[src/rtl/seg7_bcd_display.sv]
// Binary-to-BCD (sequential double-dabble) converter feeding a time-multiplexed
// common-anode 7-segment display. Optional build macro: SEG7_LEADING_ZERO_BLANK_EN.
//
// state | meaning
// IDLE  | waiting for value_i to differ from the last converted value (or forced)
// SHIFT | one add-3 / shift-left step per cycle, WIDTH_VALUE steps
// DONE  | publish work register to bcd_o, pulse bcd_valid_o
module seg7_bcd_display #(
    parameter int WIDTH_VALUE = 8,
    parameter int NUM_DIGITS  = 3,
    parameter int SCAN_PERIOD = 100_000
) (
    input  logic                    clk_i,
    input  logic                    reset_ni,
    input  logic [WIDTH_VALUE-1:0]  value_i,
    output logic [4*NUM_DIGITS-1:0] bcd_o,
    output logic                    bcd_valid_o,
    output logic                    busy_o,
    output logic [6:0]              seg_no,
    output logic                    dp_no,
    output logic [NUM_DIGITS-1:0]   an_no
);

    localparam int BCD_W = 4 * NUM_DIGITS;
    localparam int CNT_W = $clog2(WIDTH_VALUE + 1);
    localparam int PRE_W = (SCAN_PERIOD > 1) ? $clog2(SCAN_PERIOD) : 1;
    localparam int IDX_W = (NUM_DIGITS > 1) ? $clog2(NUM_DIGITS) : 1;

    typedef enum logic [1:0] {IDLE, SHIFT, DONE} state_t;

    state_t                 state_q, state_d;
    logic [WIDTH_VALUE-1:0] bin_q, bin_d;
    logic [WIDTH_VALUE-1:0] last_q, last_d;
    logic [BCD_W-1:0]       work_q, work_d, adj;
    logic [CNT_W-1:0]       cnt_q, cnt_d;
    logic                   force_q, force_d;
    logic                   busy_q, busy_d;
    logic [BCD_W-1:0]       bcd_q, bcd_d;
    logic                   valid_q, valid_d;

    always_ff @(posedge clk_i) begin
        if (!reset_ni) begin
            state_q <= IDLE;
            bin_q   <= '0;
            last_q  <= '0;
            work_q  <= '0;
            cnt_q   <= '0;
            force_q <= 1'b1;
            busy_q  <= 1'b0;
            bcd_q   <= '0;
            valid_q <= 1'b0;
        end else begin
            state_q <= state_d;
            bin_q   <= bin_d;
            last_q  <= last_d;
            work_q  <= work_d;
            cnt_q   <= cnt_d;
            force_q <= force_d;
            busy_q  <= busy_d;
            bcd_q   <= bcd_d;
            valid_q <= valid_d;
        end
    end

    always_comb begin
        state_d = state_q;
        bin_d   = bin_q;
        last_d  = last_q;
        work_d  = work_q;
        cnt_d   = cnt_q;
        force_d = force_q;
        busy_d  = busy_q;
        bcd_d   = bcd_q;
        valid_d = 1'b0;
        // Nibble-wise correction, no carry between nibbles
        adj     = work_q;
        for (int i = 0; i < NUM_DIGITS; i++) begin
            if (work_q[4*i +: 4] >= 4'd5)
                adj[4*i +: 4] = work_q[4*i +: 4] + 4'd3;
        end
        case (state_q)
            IDLE: begin
                if ((value_i != last_q) || force_q) begin
                    state_d = SHIFT;
                    bin_d   = value_i;
                    last_d  = value_i;
                    work_d  = '0;
                    cnt_d   = '0;
                    force_d = 1'b0;
                    busy_d  = 1'b1;
                end
            end
            SHIFT: begin
                {work_d, bin_d} = {adj, bin_q} << 1;
                cnt_d = cnt_q + CNT_W'(1);
                if (cnt_q == CNT_W'(WIDTH_VALUE - 1))
                    state_d = DONE;
            end
            DONE: begin
                bcd_d   = work_q;
                valid_d = 1'b1;
                busy_d  = 1'b0;
                state_d = IDLE;
            end
            default: state_d = IDLE;
        endcase
    end

    function automatic logic [6:0] seg_decode(input logic [3:0] d);
        case (d)
            4'd0:    seg_decode = 7'h40;
            4'd1:    seg_decode = 7'h79;
            4'd2:    seg_decode = 7'h24;
            4'd3:    seg_decode = 7'h30;
            4'd4:    seg_decode = 7'h19;
            4'd5:    seg_decode = 7'h12;
            4'd6:    seg_decode = 7'h02;
            4'd7:    seg_decode = 7'h78;
            4'd8:    seg_decode = 7'h00;
            4'd9:    seg_decode = 7'h10;
            default: seg_decode = 7'h7F;
        endcase
    endfunction

    logic [PRE_W-1:0]      pre_q;
    logic [IDX_W-1:0]      idx_q;
    logic [NUM_DIGITS-1:0] an_q, an_d;
    logic [6:0]            seg_q, seg_d;
    logic [3:0]            nibble;
`ifdef SEG7_LEADING_ZERO_BLANK_EN
    logic                  lead_zero;
`endif

    always_comb begin
        nibble = 4'h0;
        for (int i = 0; i < NUM_DIGITS; i++) begin
            if (idx_q == IDX_W'(i))
                nibble = bcd_q[4*i +: 4];
        end
        seg_d = seg_decode(nibble);
`ifdef SEG7_LEADING_ZERO_BLANK_EN
        // Blank a digit when it and every digit above it are zero; digit 0 always shows
        lead_zero = 1'b1;
        for (int i = NUM_DIGITS - 1; i > 0; i--) begin
            lead_zero = lead_zero & (bcd_q[4*i +: 4] == 4'h0);
            if (lead_zero && (idx_q == IDX_W'(i)))
                seg_d = 7'h7F;
        end
`endif
        an_d = ~(NUM_DIGITS'(1) << idx_q);
    end

    always_ff @(posedge clk_i) begin
        if (!reset_ni) begin
            pre_q <= '0;
            idx_q <= '0;
            an_q  <= '1;
            seg_q <= 7'h7F;
        end else begin
            if (pre_q == PRE_W'(SCAN_PERIOD - 1)) begin
                pre_q <= '0;
                idx_q <= (idx_q == IDX_W'(NUM_DIGITS - 1)) ? '0 : idx_q + IDX_W'(1);
            end else begin
                pre_q <= pre_q + PRE_W'(1);
            end
            an_q  <= an_d;
            seg_q <= seg_d;
        end
    end

    assign bcd_o       = bcd_q;
    assign bcd_valid_o = valid_q;
    assign busy_o      = busy_q;
    assign seg_no      = seg_q;
    assign dp_no       = 1'b1;
    assign an_no       = an_q;

endmodule
[config.mk]
export PLATFORM = sky130hd
export DESIGN_NAME = seg7_bcd_display
export DESIGN_NICKNAME = d
export VERILOG_FILES = /design/src/rtl/seg7_bcd_display.sv
export SDC_FILE = /design/constraint.sdc
export NUM_CORES = 1
export LEC_CHECK = 0
export ABC_CLOCK_PERIOD_IN_PS = 3100
export CORE_MARGIN = 2
export CORE_UTILIZATION = 60
export DETAILED_ROUTE_END_ITERATION = 8
export DONT_BUFFER_PORTS = 1
export GPL_ROUTABILITY_DRIVEN = 0
export GPL_TIMING_DRIVEN = 1
export PLACE_DENSITY = 0.76
export SYNTH_ARGS = -nofsm -noshare
export SYNTH_HDL_FRONTEND = slang
export SYNTH_SLANG_ARGS = --single-unit
[constraint.sdc]
create_clock -name clk_i -period 3.1 [get_ports clk_i]
set_input_delay 0.31 -clock clk_i [delete_from_list [all_inputs] [get_ports clk_i]]
set_output_delay 0.31 -clock clk_i [all_outputs]
set_load 0.01 [all_outputs]
==> results_dict.tcl, run 1 <==
set metrics [dict create \
    status "finished, final reports clean" \
    antenna_found_initial 0 \
    worstReg2RegStart "idx_q[0]" \
    setup_viol 0 \
    die_area_um2 6540 \
    place_hpwl_um 4610 \
    final_cells 488 \
    fp-row-count 27 \
    crit_start "idx_q[0]" \
    cts_buffer_depth 2 \
    timing.setup.tns_ns 0 \
    finalHoldViolations 0 \
    dpl_worst_slack_ns 1.21 \
    synth_cell_type_count 49 \
    dr.first_iter.drc_count 131 \
    placedCellCount 472 \
    grt_pass1_wl_um 11400 \
    numPortBuffers 0 \
    drv_cap 0 \
    synth_nets 440 \
    slowest_delay_ns 0.57 \
    p_per_area_nw_per_um2 513 \
    synth-edff-count 0 \
    cp-end-kind "flop" \
    drive_above_1_share_pct 5.77 \
    switching_share_pct 22.6 \
    holdCritPathClass "in -> reg" \
    clock-skew-final_ns 0.00911 \
    final_cell_mix "78 x dfxtp_1, 62 x nand2_1, 32 x o21ai_0, 31 x nor2_1, 28 x nand3_1" \
    postCtsSetupBuffers 0 \
    core-area_um2 5610 \
    cts.sinks 78 \
    slew_headroom_pct 42.3 \
    ys_ff_latch 78 \
    antenna_cells 0 \
    path_max_fanout 11 \
    clk_latency_ns 0.34 \
    viasPerCell 5.82 \
    multi_input_area_um2 1840 \
    ys.flop_type "dfxtp_1" \
    holdBufCountCts 0 \
    pwr-share-comb_pct 5.2 \
    slew_violations 0 \
    grt_usage_pct 22.4 \
    syn-mean-instance-area_um2 8.42 \
    power_uw 1920 \
    final_common_cell "dfxtp_1" \
    fp.dieH_um 80.9 \
    clkPwrFrac_pct 39.7 \
    power_frac_seq_pct 55.1 \
    cts_buffers 9 \
    ff_latch_area_um2 1560 \
    ant_nets 0 \
    syn_inst 421 \
    grt_max_degree 74 \
    area_delta_synth_final_pct 5.61 \
    nets 430 \
    worstPathRequired_ns 3.32 \
    die_w_um 80.9 \
    period_needed_ns 1.88 \
    period_share_pct 60.8 \
    syn-cell-area_um2 3540 \
    dr.pass1.iters 4 \
    rsz0062_at_grt "false" \
    drc 0 \
    power.leakage_uw 0.00135 \
    cts_tree "built" \
    cts_root_buffer "clkbuf_8" \
    worstPathCellList "mux2i_1 > a2bb2oi_1 > inv_1 > nor2_2 > o21a_1 > o221ai_1" \
    grt_overflow_total 0 \
    clk_pin_slew_ns 0.07 \
    cp_data_arrival_time_ns 2.11 \
    setup_ws_ns 1.22 \
    synth.yosys.seq_area_share_pct 44.1 \
    cts_resized 0 \
    critPathKind "reg -> reg" \
    start_util_pct 63.2 \
    hold_path.startpoint "reset_ni" \
    grt_pass1_vias 2473 \
    num_vias 2842 \
    ys_async_sr_fraction_pct 0 \
    h-tree-depth 3 \
    fmax_mhz 531 \
    worst_pin_slew_ns 0.864 \
    power.internal_uw 1490 \
    cp_slowest_cell "dfxtp_1" \
    fillCellCount 474 \
    critPathLaunchType "flop" \
    yosysWarningCount 0 \
    wl_um 6910 \
    switching_power_uw 434 \
    ir_worst_vdd_v 0.000437 \
    ios 35 \
    r2r_slack_ns 1.22 \
    wire_per_inst_um 14.2 \
]
[power by group through the flow]
| stage | Sequential, uW | Combinational, uW | Clock, uW |
|---|---|---|---|
| global route | 1060 | 113 | 831 |
| finish | 1060 | 99.7 | 763 |
| floorplan | 1070 | 94.9 | 0 |
| detailed placement | 1080 | 100 | 0 |
| CTS | 1060 | 101 | 780 |
| global placement | 1080 | 96.7 | 0 |
[path summary, 6_finish.rpt]
path	end	cells after the start
max	seg_no[3]	6
max reg2reg	seg_no[3]	6
min	an_no[2]	1
min reg2reg	bin_q[6]	2
[worst max-delay path: cells and delay by family (launching register included)]
kind            cells  cell delay, ns
mux                 1            0.24
flops               1            0.57
buf+inv             1            0.12
simple gates        1            0.27
compound gates      3            0.55
[sequential cells by signal, indices dropped and copies added, names as in the netlist, 2 cells and up]
signal,cells
last_q,8
state_q,2
an_no,3
cnt_q,4
seg_no,7
bin_q,8
bcd_o,12
pre_q,17
idx_q,2
work_q,12
[routing by layer]
layer | track usage (%) | part of all wire, % | up-vias
li1 | - | - | 1440
met1 | 27.0 | 45 | 1336
met2 | 37.6 | 49 | 60
met3 | 7.44 | 4.8 | 6
met4 | 7.63 | 1.0 | 0
met5 | 0 | 0 | -
[synth_stat cells (2+ instances only)]
master      n  area share (%)
and3_1      4            0.71
a21boi_1    6             1.3
a21oi_1    17             2.4
mux2i_1     5             1.4
nor2_1     31             3.3
a2bb2oi_1   2            0.49
buf_4       2            0.42
o21ai_0    32             4.5
o22ai_1     8             1.4
xnor2_1     9             2.2
nor4_1      2            0.35
nor2b_1     4            0.71
buf_2       3            0.42
nor3b_1     3            0.64
inv_1      10             1.1
clkbuf_1   15             1.6
ha_1        9             3.2
a31oi_1     6             1.1
nor3_1      5            0.71
nand3b_1    9             1.9
a21boi_0   19             4.0
xor2_1     17             4.2
and2_1      3            0.53
nand4_1     6             1.1
nand2b_1    5            0.88
nand3_1    28             4.0
dfxtp_1    78              44
nand2_1    62             6.6
[cell families after synthesis]
| group | after synthesis | share of synthesized area, % |
|---|---|---|
| multiplexers | 5 | 1.41 |
| buffers and inverters | 33 | 4.06 |
| flip-flops | 78 | 44.1 |
| AO/OA/AOI/OAI | 99 | 17.5 |
| other | 1 | 0.106 |
| AND/OR/NAND/NOR | 170 | 23.2 |
| adder cells (fa/ha/maj) | 9 | 3.18 |
| XOR/XNOR | 26 | 6.42 |
[final cells by class]
| class | instances | area share [%] |
|---|---|---|
| Timing Repair Buffer | 2 | 0.401 |
| Sequential cell | 78 | 41.7 |
| Clock buffer | 12 | 4.14 |
| Multi-Input combinational cell | 310 | 49.1 |
| Clock inverter | 4 | 1.20 |
| Inverter | 10 | 1.00 |
| Tap cell | 72 | 2.41 |
[stage by stage]
step | instance area [um2] | hold slack (ns) | utilization (%)
CTS | 3740 | 0.0242 | 66.8
global route | 3740 | 0.00954 | 66.8
global placement | 3540 | 0.387 | 63.2
finish | 3740 | 0.0350 | 66.8
detailed placement | 3540 | 0.388 | 63.2
floorplan | 3540 | 0.430 | -
No activity file was read; power rests on OpenSTA's default activity.
==> run 2, diff against run 1 <==
==> config.mk (replaced) <==
export PLATFORM = sky130hd
export DESIGN_NAME = seg7_bcd_display
export DESIGN_NICKNAME = d
export VERILOG_FILES = /design/src/rtl/seg7_bcd_display.sv
export SDC_FILE = /design/constraint.sdc
export NUM_CORES = 1
export LEC_CHECK = 0
export ABC_CLOCK_PERIOD_IN_PS = 1680
export CORE_MARGIN = 2
export CORE_UTILIZATION = 57
export DETAILED_ROUTE_END_ITERATION = 8
export DONT_BUFFER_PORTS = 1
export GPL_ROUTABILITY_DRIVEN = 0
export GPL_TIMING_DRIVEN = 1
export PLACE_DENSITY = 0.75
export SYNTH_ARGS = -nofsm -noshare
export SYNTH_HDL_FRONTEND = slang
export SYNTH_SLANG_ARGS = --single-unit
==> constraint.sdc (replaced) <==
create_clock -name clk_i -period 1.68 [get_ports clk_i]
set_input_delay 0.168 -clock clk_i [delete_from_list [all_inputs] [get_ports clk_i]]
set_output_delay 0.168 -clock clk_i [all_outputs]
set_load 0.01 [all_outputs]
==> run 2 against run 1 <==
  * First-iteration DRC count up 27%
  * Clock power rose by 85%
  * Utilization is 3.5 points higher
  * Routed wire length up 10%
  * Via count up 6.8%
  * Die area is 5.0% higher
  * Largest cell class unchanged
  * Largest power group unchanged
==> results_dict.tcl, run 2 (same netlist as run 1, synthesis figures left out) <==
set metrics [dict create \
    worstReg2RegStart "last_q[2]" \
    p_per_area_nw_per_um2 866 \
    num_vias 3035 \
    path_max_fanout 7 \
    cp_data_arrival_time_ns 1.89 \
    numPortBuffers 0 \
    whs_path_depth 2 \
    clock-skew-final_ns 0.0103 \
    viasPerCell 5.70 \
    nets 471 \
    slew_violations 0 \
    cts_buffer_depth 2 \
    grt_usage_pct 22.4 \
    fmax_mhz 603 \
    critPathTopFamily "compound AO/OA/AOI/OAI gates" \
    worstPathRequired_ns 1.91 \
    cts.sinks 78 \
    cts_tree "built" \
    ff2ff_path_depth 5 \
    grt_max_degree 69 \
    dpl_worst_slack_ns -0.0411 \
    critPathLaunchType "flop" \
    ios 35 \
    power.leakage_uw 0.00156 \
    finalHoldViolations 0 \
    h-tree-depth 3 \
    rsz0062_at_grt "true" \
    clk_latency_ns 0.35 \
    worstPathCellList "xor2_2 > nor4_4 > a311oi_2 > buf_2 > o21ai_0" \
    wl_um 7620 \
    critPathKind "reg -> reg" \
    grt_pass1_vias 2832 \
    die_area_um2 6870 \
    dr.first_iter.drc_count 166 \
    fp-row-count 28 \
    ir_worst_vdd_v 0.000692 \
    place_hpwl_um 4800 \
    area_delta_synth_final_pct 18.0 \
    clk_pin_slew_ns 0.08 \
    largest-register "pre_q" \
    hold_path.startpoint "value_i[4]" \
    cts_buffers 9 \
    fillCellCount 482 \
    hold_end "bin_q[4]" \
    hold_ws_ns 0.00317 \
    crit_buf_inv 1 \
    setup_ws_ns 0.0207 \
    final_cell_mix "76 x dfxtp_1, 62 x nand2_1, 30 x nor2_1, 30 x buf_4, 29 x o21ai_0" \
    drc 0 \
    largest_reg_flops 17 \
    power_uw 3620 \
    status "finished, final reports clean" \
    drive_above_1_share_pct 15.3 \
    slowest_delay_ns 0.45 \
    r2r-end "cnt_q[1]" \
    dr.pass1.iters 4 \
    fp.dieH_um 82.9 \
    grt_pass1_wl_um 12800 \
    cts_root_buffer "clkbuf_8" \
    cp_slowest_cell "a311oi_2" \
    core-area_um2 5960 \
    wire_per_inst_um 14.3 \
    antenna_found_initial 0 \
    grt_overflow_total 0 \
    drv_cap 0 \
    start_util_pct 59.5 \
    antenna_cells 0 \
    period_share_pct 98.8 \
    die_w_um 82.9 \
    r2r_slack_ns 0.02 \
    setup_viol 0 \
    holdCritPathClass "in -> reg" \
    ant_nets 0 \
    period_needed_ns 1.66 \
    cp-end-kind "flop" \
    final_common_cell "dfxtp_1" \
]
[run 2: worst register-to-register path, stage by stage, from the launching register on]
cell	delay [ns]
dfxtp_1	0.40
xor2_2	0.22
nor4_4	0.08
a311oi_2	0.45
buf_2	0.28
o21ai_0	0.11
[run 2: final cells by class]
type                    instances  area [um2]  share of cell area, %
flip-flops and latches         78        1570                   37.4
clock inverters                 7        73.8                   1.76
well taps                      75        93.8                   2.24
repair buffers                 42         352                   8.40
clock buffers                   9         124                   2.96
multi-input cells             311        1940                   46.3
inverters                      10        37.5                  0.897
[run 2: through the flow]
step,util [%],area [um2],TNS [ns],std cells
4_1_cts,68.5,4080,0,529
3_3_place_gp,62.8,3740,-0.00484,501
3_5_place_dp,62.8,3740,-0.101,501
5_1_grt,70.3,4180,-0.665,532
6_report,70.3,4180,0,532
2_1_floorplan,-,3540,0,421
[run 2: layer usage]
| metal | GRT usage, % | share of wire, % |
|---|---|---|
| met5 | 0 | 0 |
| met3 | 5.57 | 3.6 |
| met4 | 9.09 | 1.4 |
| met1 | 28.1 | 47 |
| met2 | 36.7 | 48 |
[run 2: how the worst max path moves through the flow]
stage	start	to	cells past startpoint
CTS	idx_q[0]	seg_no[3]	6
global route	last_q[5]	bin_q[4]	5
detailed placement	idx_q[0]	seg_no[3]	6
finish	last_q[2]	cnt_q[1]	5
floorplan	idx_q[0]	seg_no[6]	7
global placement	idx_q[0]	seg_no[3]	6
[run 2: power breakdown]
group,switching [uW],internal (uW)
Combinational,155,117
Clock,714,691
Sequential,43.3,1900
Total,913,2710
[run 2: repair_timing]
| action | 4_1_cts | 5_1_grt |
|---|---|---|
| pin swaps | 2 | 3 |
| hold buffers | 10 | 0 |
| resized for setup | 2 | 26 |
| endpoints found under the hold margin | 60 | 0 |
| cloned | 1 | 1 |
| setup endpoints to repair | 7 | 32 |
| setup buffers | 1 | 2 |
